<file path="config.mk">
export PLATFORM = sky130hd
export DESIGN_NAME = exec_mem_core_flat
export DESIGN_NICKNAME = d
export VERILOG_FILES = /design/src/rtl/exec_mem_if.sv /design/src/rtl/exec_mem_core.sv /design/src/flat_wrapper.sv
export SDC_FILE = /design/constraint.sdc
export NUM_CORES = 2
export LEC_CHECK = 0
export CORE_MARGIN = 5
export CORE_UTILIZATION = 45
export DETAILED_ROUTE_END_ITERATION = 6
export PLACE_DENSITY = 0.74
export SLEW_MARGIN = 5
export SYNTH_ARGS = -nofsm -noshare
export SYNTH_HDL_FRONTEND = slang
export SYNTH_SLANG_ARGS = --single-unit
export TNS_END_PERCENT = 100
</file>
<file path="constraint.sdc">
create_clock -name clk -period 5.63 [get_ports clk]
set_clock_uncertainty 0.2 [all_clocks]
set_input_delay 1.126 -clock clk [delete_from_list [all_inputs] [get_ports clk]]
set_output_delay 1.126 -clock clk [all_outputs]
set_load 0.02 [all_outputs]
</file>
<file path="src/rtl/exec_mem_if.sv">
// exec_mem_if: operand/control inputs and result/PC/memory outputs of the execute-memory core
interface exec_mem_if #(parameter int DATA_W = 8);
    logic [DATA_W-1:0] pc_in, pc_out, alu_a, alu_b, alu_result, mem_wdata, mem_rdata;
    logic [1:0] alu_ctrl;
    logic [3:0] alu_flags;
    logic mem_we;
    modport master (
        output pc_in, alu_a, alu_b, alu_ctrl, mem_we, mem_wdata,
        input  pc_out, alu_result, alu_flags, mem_rdata
    );
    modport slave (
        input  pc_in, alu_a, alu_b, alu_ctrl, mem_we, mem_wdata,
        output pc_out, alu_result, alu_flags, mem_rdata
    );
endinterface

</file>
<file path="src/rtl/exec_mem_core.sv">
// exec_mem_core: PC register, 2-bit-op ALU with NZCV flags, and byte-wide data memory addressed by the ALU result
module exec_mem_core #(
    parameter int DATA_W = 8,
    parameter int ADDR_W = 8,
    parameter int DEPTH  = 256
) (
    input logic clk,
    input logic rst_n,
    exec_mem_if.slave bus
);
    logic [DATA_W-1:0] mem [DEPTH];
    logic [DATA_W-1:0] b_eff, res;
    logic [DATA_W:0] sum;
    logic [ADDR_W-1:0] addr;
    logic logic_op, hit;
    // SUB reuses the adder as a + ~b + 1, so C is the not-borrow and V uses the inverted operand
    assign logic_op = bus.alu_ctrl[1];
    assign b_eff = bus.alu_ctrl[0] ? ~bus.alu_b : bus.alu_b;
    assign sum = {1'b0, bus.alu_a} + {1'b0, b_eff} + (DATA_W+1)'(bus.alu_ctrl[0]);
    assign res = logic_op ? (bus.alu_ctrl[0] ? bus.alu_a | bus.alu_b : bus.alu_a & bus.alu_b) : sum[DATA_W-1:0];
    assign bus.alu_result = res;
    assign bus.alu_flags = {
        res[DATA_W-1],
        res == '0,
        ~logic_op & sum[DATA_W],
        ~logic_op & (bus.alu_a[DATA_W-1] == b_eff[DATA_W-1]) & (res[DATA_W-1] != bus.alu_a[DATA_W-1])
    };
    assign addr = res[ADDR_W-1:0];
    assign hit = int'(addr) < DEPTH;
    assign bus.mem_rdata = hit ? mem[addr] : '0;
    always_ff @(posedge clk or negedge rst_n) begin
        if (!rst_n) begin
            bus.pc_out <= '0;
            for (int i = 0; i < DEPTH; i++) mem[i] <= '0;
        end else begin
            bus.pc_out <= bus.pc_in;
            if (bus.mem_we && hit) mem[addr] <= bus.mem_wdata;
        end
    end
endmodule

</file>
<file path="src/flat_wrapper.sv">
// flat-port wrapper written by rule: the top's interface ports become plain ports
module exec_mem_core_flat 
#(
    parameter int DATA_W = 8,
    parameter int ADDR_W = 8,
    parameter int DEPTH  = 256
)
  (clk, rst_n, bus_pc_in, bus_alu_a, bus_alu_b, bus_alu_ctrl, bus_mem_we, bus_mem_wdata, bus_pc_out, bus_alu_result, bus_alu_flags, bus_mem_rdata);
  exec_mem_if #(.DATA_W(DATA_W)) bus_i ();
  input logic clk;
  input logic rst_n;
  input wire logic [$bits(bus_i.pc_in)-1:0] bus_pc_in;
  input wire logic [$bits(bus_i.alu_a)-1:0] bus_alu_a;
  input wire logic [$bits(bus_i.alu_b)-1:0] bus_alu_b;
  input wire logic [$bits(bus_i.alu_ctrl)-1:0] bus_alu_ctrl;
  input wire logic [$bits(bus_i.mem_we)-1:0] bus_mem_we;
  input wire logic [$bits(bus_i.mem_wdata)-1:0] bus_mem_wdata;
  output wire logic [$bits(bus_i.pc_out)-1:0] bus_pc_out;
  output wire logic [$bits(bus_i.alu_result)-1:0] bus_alu_result;
  output wire logic [$bits(bus_i.alu_flags)-1:0] bus_alu_flags;
  output wire logic [$bits(bus_i.mem_rdata)-1:0] bus_mem_rdata;
  assign bus_i.pc_in = bus_pc_in;
  assign bus_i.alu_a = bus_alu_a;
  assign bus_i.alu_b = bus_alu_b;
  assign bus_i.alu_ctrl = bus_alu_ctrl;
  assign bus_i.mem_we = bus_mem_we;
  assign bus_i.mem_wdata = bus_mem_wdata;
  assign bus_pc_out = bus_i.pc_out;
  assign bus_alu_result = bus_i.alu_result;
  assign bus_alu_flags = bus_i.alu_flags;
  assign bus_mem_rdata = bus_i.mem_rdata;
  exec_mem_core #(.DATA_W(DATA_W), .ADDR_W(ADDR_W), .DEPTH(DEPTH)) u_core (.clk(clk), .rst_n(rst_n), .bus(bus_i));
endmodule
</file>
==> out/metrics.yaml <==
status: "finished with violations"
failed_checks: "negative setup slack"
post_synth.cell_area_avg_um2: 11.9
htreeDepth: 4
start_kind: "input port"
hp-class: "reg2reg"
die_w_um: 473
crit_fanout: 12
final_cells: 11600
clock_power_share: 0.358
crit_start: "bus_alu_b[0]"
clock_sinks: 2056
r2r-start: "u_core.mem[262]"
die_y_um: 473
grt_max_degree: 173
synth_top_area_frac: 0.533
p_leak_nw: 54.1
synthTopCellsByArea: "dfrtp_1 53%, mux2_2 21%, nand2_1 4.9%"
rows: 170
grt_pass1_vias: 73400
via_per_inst: 6.15
ir_drop_mv: 0.363
period_minus_slack_ns: 6.43
yosysWarnings: 0
endpoint_kind: "output port"
p_switching_mw: 12.2
io_buffers: 64
core_um2: 214000
nets: 8630
die_area_um2: 224000
gp_congestion: 0.925
worstSkewPairLatency_ns: 0.90
cts_root_buf: "clkbuf_16"
max_slew_margin: 0.160
drive_gt1_frac: 0.423
p_sw_frac: 0.293
p_comb_frac: 0.212
hold_viol_final: 0
finalSetupTns_ns: -5.69
cts_made_buffers: 212
drt_pass1_iterations: 6
wl_per_cell_um: 25.2
holdWs_ns: 0.287
power_density_nw_per_um2: 352
cts_tree: "done"
vias: 71300
initial_core_util: 0.451
syn_to_final_growth_pct: 22.6
route.detailed.drc: 0
p_int_mw: 29.4
clockBufferDepth: 3
synth_seq_area_share: 0.533
async_reset_ff_frac: 1.00
grt_usage: 0.255
crit_end: "bus_mem_rdata[4]"
critical_path_required_ns: 4.30
synth_edf_count: 0
rr_endpoint: "u_core.mem[262]"
ys.flop_type: "dfrtp_1"
max_freq_mhz: 155
fin_util: 0.553
synth_nets: 8146
r2r_setup_slack_ns: 4.58
r2r_cells: 1
wirelength_um: 293000
grt_pass1_wl_um: 449000
power.total_mw: 41.6
grt_remaining_overflow: 0
yosys.area.top_type: "dfrtp_1"
ant_nets: 0
path_clk_slew_ns: 0.05
synth_cells: 8099
syn_area_um2: 96500
p_seq_frac: 0.430
worstSetupPathType: "in2out"
tightest_slew_ns: 1.26
rsz0062_at_grt: "true"
ys_seq_elements: 2056
arrival_ns: 5.11
place_hpwl_um: 180000
slew_violations: 0
drv_cap: 0
synth.distinct_cells: 75
worst_slack_ns: -0.804
dpl.cell_count: 11100
finalSetupViolations: 8
ios: 65
antenna_found_initial: 6
finalCritPeriodShare: 1.14
drt_iter0_markers: 7022
-- placed cells by master (no fill, tap or decap), types with 154 or more instances in the layout --
cell type / instances
dfrtp_1: 2056
mux2_2: 1812
nand2_1: 1248
a21oi_1: 682
buf_4: 561
a32oi_1: 249
buf_12: 224
clkbuf_16: 223
a221oi_1: 166
mux2_1: 158
nor2_2: 154
-- worst min-delay path by stage --
stage	from	to	slack, ns	depth (start not counted)
2_1_floorplan	u_core.mem[832]	u_core.mem[832]	0.26	1
3_3_place_gp	u_core.mem[828]	u_core.mem[828]	0.27	1
3_5_place_dp	u_core.mem[775]	u_core.mem[775]	0.28	1
4_1_cts	u_core.mem[827]	u_core.mem[827]	0.29	1
5_1_grt	u_core.mem[970]	u_core.mem[970]	0.30	1
6_report	u_core.mem[775]	u_core.mem[775]	0.29	1
-- synthesized netlist by cell type, drive strengths merged (2+ instances only) --
cell type and instances:
buf 216, a21o 2, a22o 40, nor2 233, a31oi 5, or3 17, a22oi 119, and3 3
dfrtp 2056, o211a 2, nand2 1306, nand2b 2, nand3 29, a311oi 4, o21a 4, nor3 93
a2111oi 2, nand4 14, mux2 2050, mux2i 79, a21oi 752, a21boi 7, clkbuf 458, xor2 8
o221ai 3, o311ai 7, clkinv 2, a32o 4, o22ai 36, ha 9, maj3 5, or2 3
a221oi 203, a32oi 254, nor2b 4, nor4 25, o21ai 9, inv 11, mux4 10, a211oi 2
-- power groups by stage --
stage	Sequential, mW	Combinational (mW)	Clock [mW]
CTS	17.8	8.36	15.1
finish	17.9	8.81	14.9
floorplan	17.7	4.53	0
global placement	17.9	7.41	0
global route	18.0	9.33	15.7
detailed placement	18.0	7.63	0
-- metrics by stage --
stage               area (µm²)  setup slack, ns
floorplan                96600         -0.00345
global placement        107000            -2.32
detailed placement      107000            -2.34
CTS                     117000           -0.754
global route            118000           -0.886
finish                  118000           -0.804
-- routing by layer --
metal	vias to the layer above	GRT usage	wire [µm]
met5	-	0	0
met4	0	0.127	14700
met3	762	0.0512	23100
met2	3282	0.403	137000
met1	37100	0.337	118000
li1	30200	-	-
-- cells by family after synthesis --
kind of cell | after synthesis | synth area share
and+or+nand+nor | 1733 | 0.0816
xor gates and xnor gates | 9 | 0.000817
adders and majority gates | 15 | 0.00189
AOI/OAI and AO/OA | 1460 | 0.101
buffers and inverters | 687 | 0.0288
DFF | 2056 | 0.533
muxes | 2139 | 0.253
-- what timing repair did --
| action | CTS | global route |
|---|---|---|
| gates cloned | 25 | 10 |
| hold buffers | 1 | 0 |
| gates resized for setup | 406 | 198 |
| hold endpoints to repair | 1 | 0 |
| setup endpoints to repair | 14 | 9 |
| buffers inserted | 38 | 29 |
| pin swaps | 109 | 95 |
-- final cells by class --
cell class	count	area, µm²
clock buffers	311	6250
well taps	2838	3550
multi-input cells	5356	44200
clock inverters	83	1280
flip-flops and latches	2056	51400
fillers	16700	95700
repair buffers	942	11400
diodes	1	2.50
inverters	13	118
repair inverters	2	46.3
-- sequential cells by signal, summed over array words and instances, names as in the netlist --
name               flops
u_core.bus.pc_out      8
u_core.mem          2048
-- critical path: stages --
cell	delay, ns
buf_8	0.08
mux2i_4	0.25
inv_2	0.06
fa_1	0.52
nor2b_4	0.17
a21oi_4	0.04
buf_12	0.15
buf_16	0.16
clkinv_16	0.07
buf_12	0.12
buf_4	0.23
mux2i_1	0.29
a221oi_1	0.21
nor3_2	0.28
o22ai_4	0.17
nor4_4	0.41
buf_4	0.19
nand4_1	0.28
buf_4	0.28
Note: power is estimated with default switching activity, not from simulation.
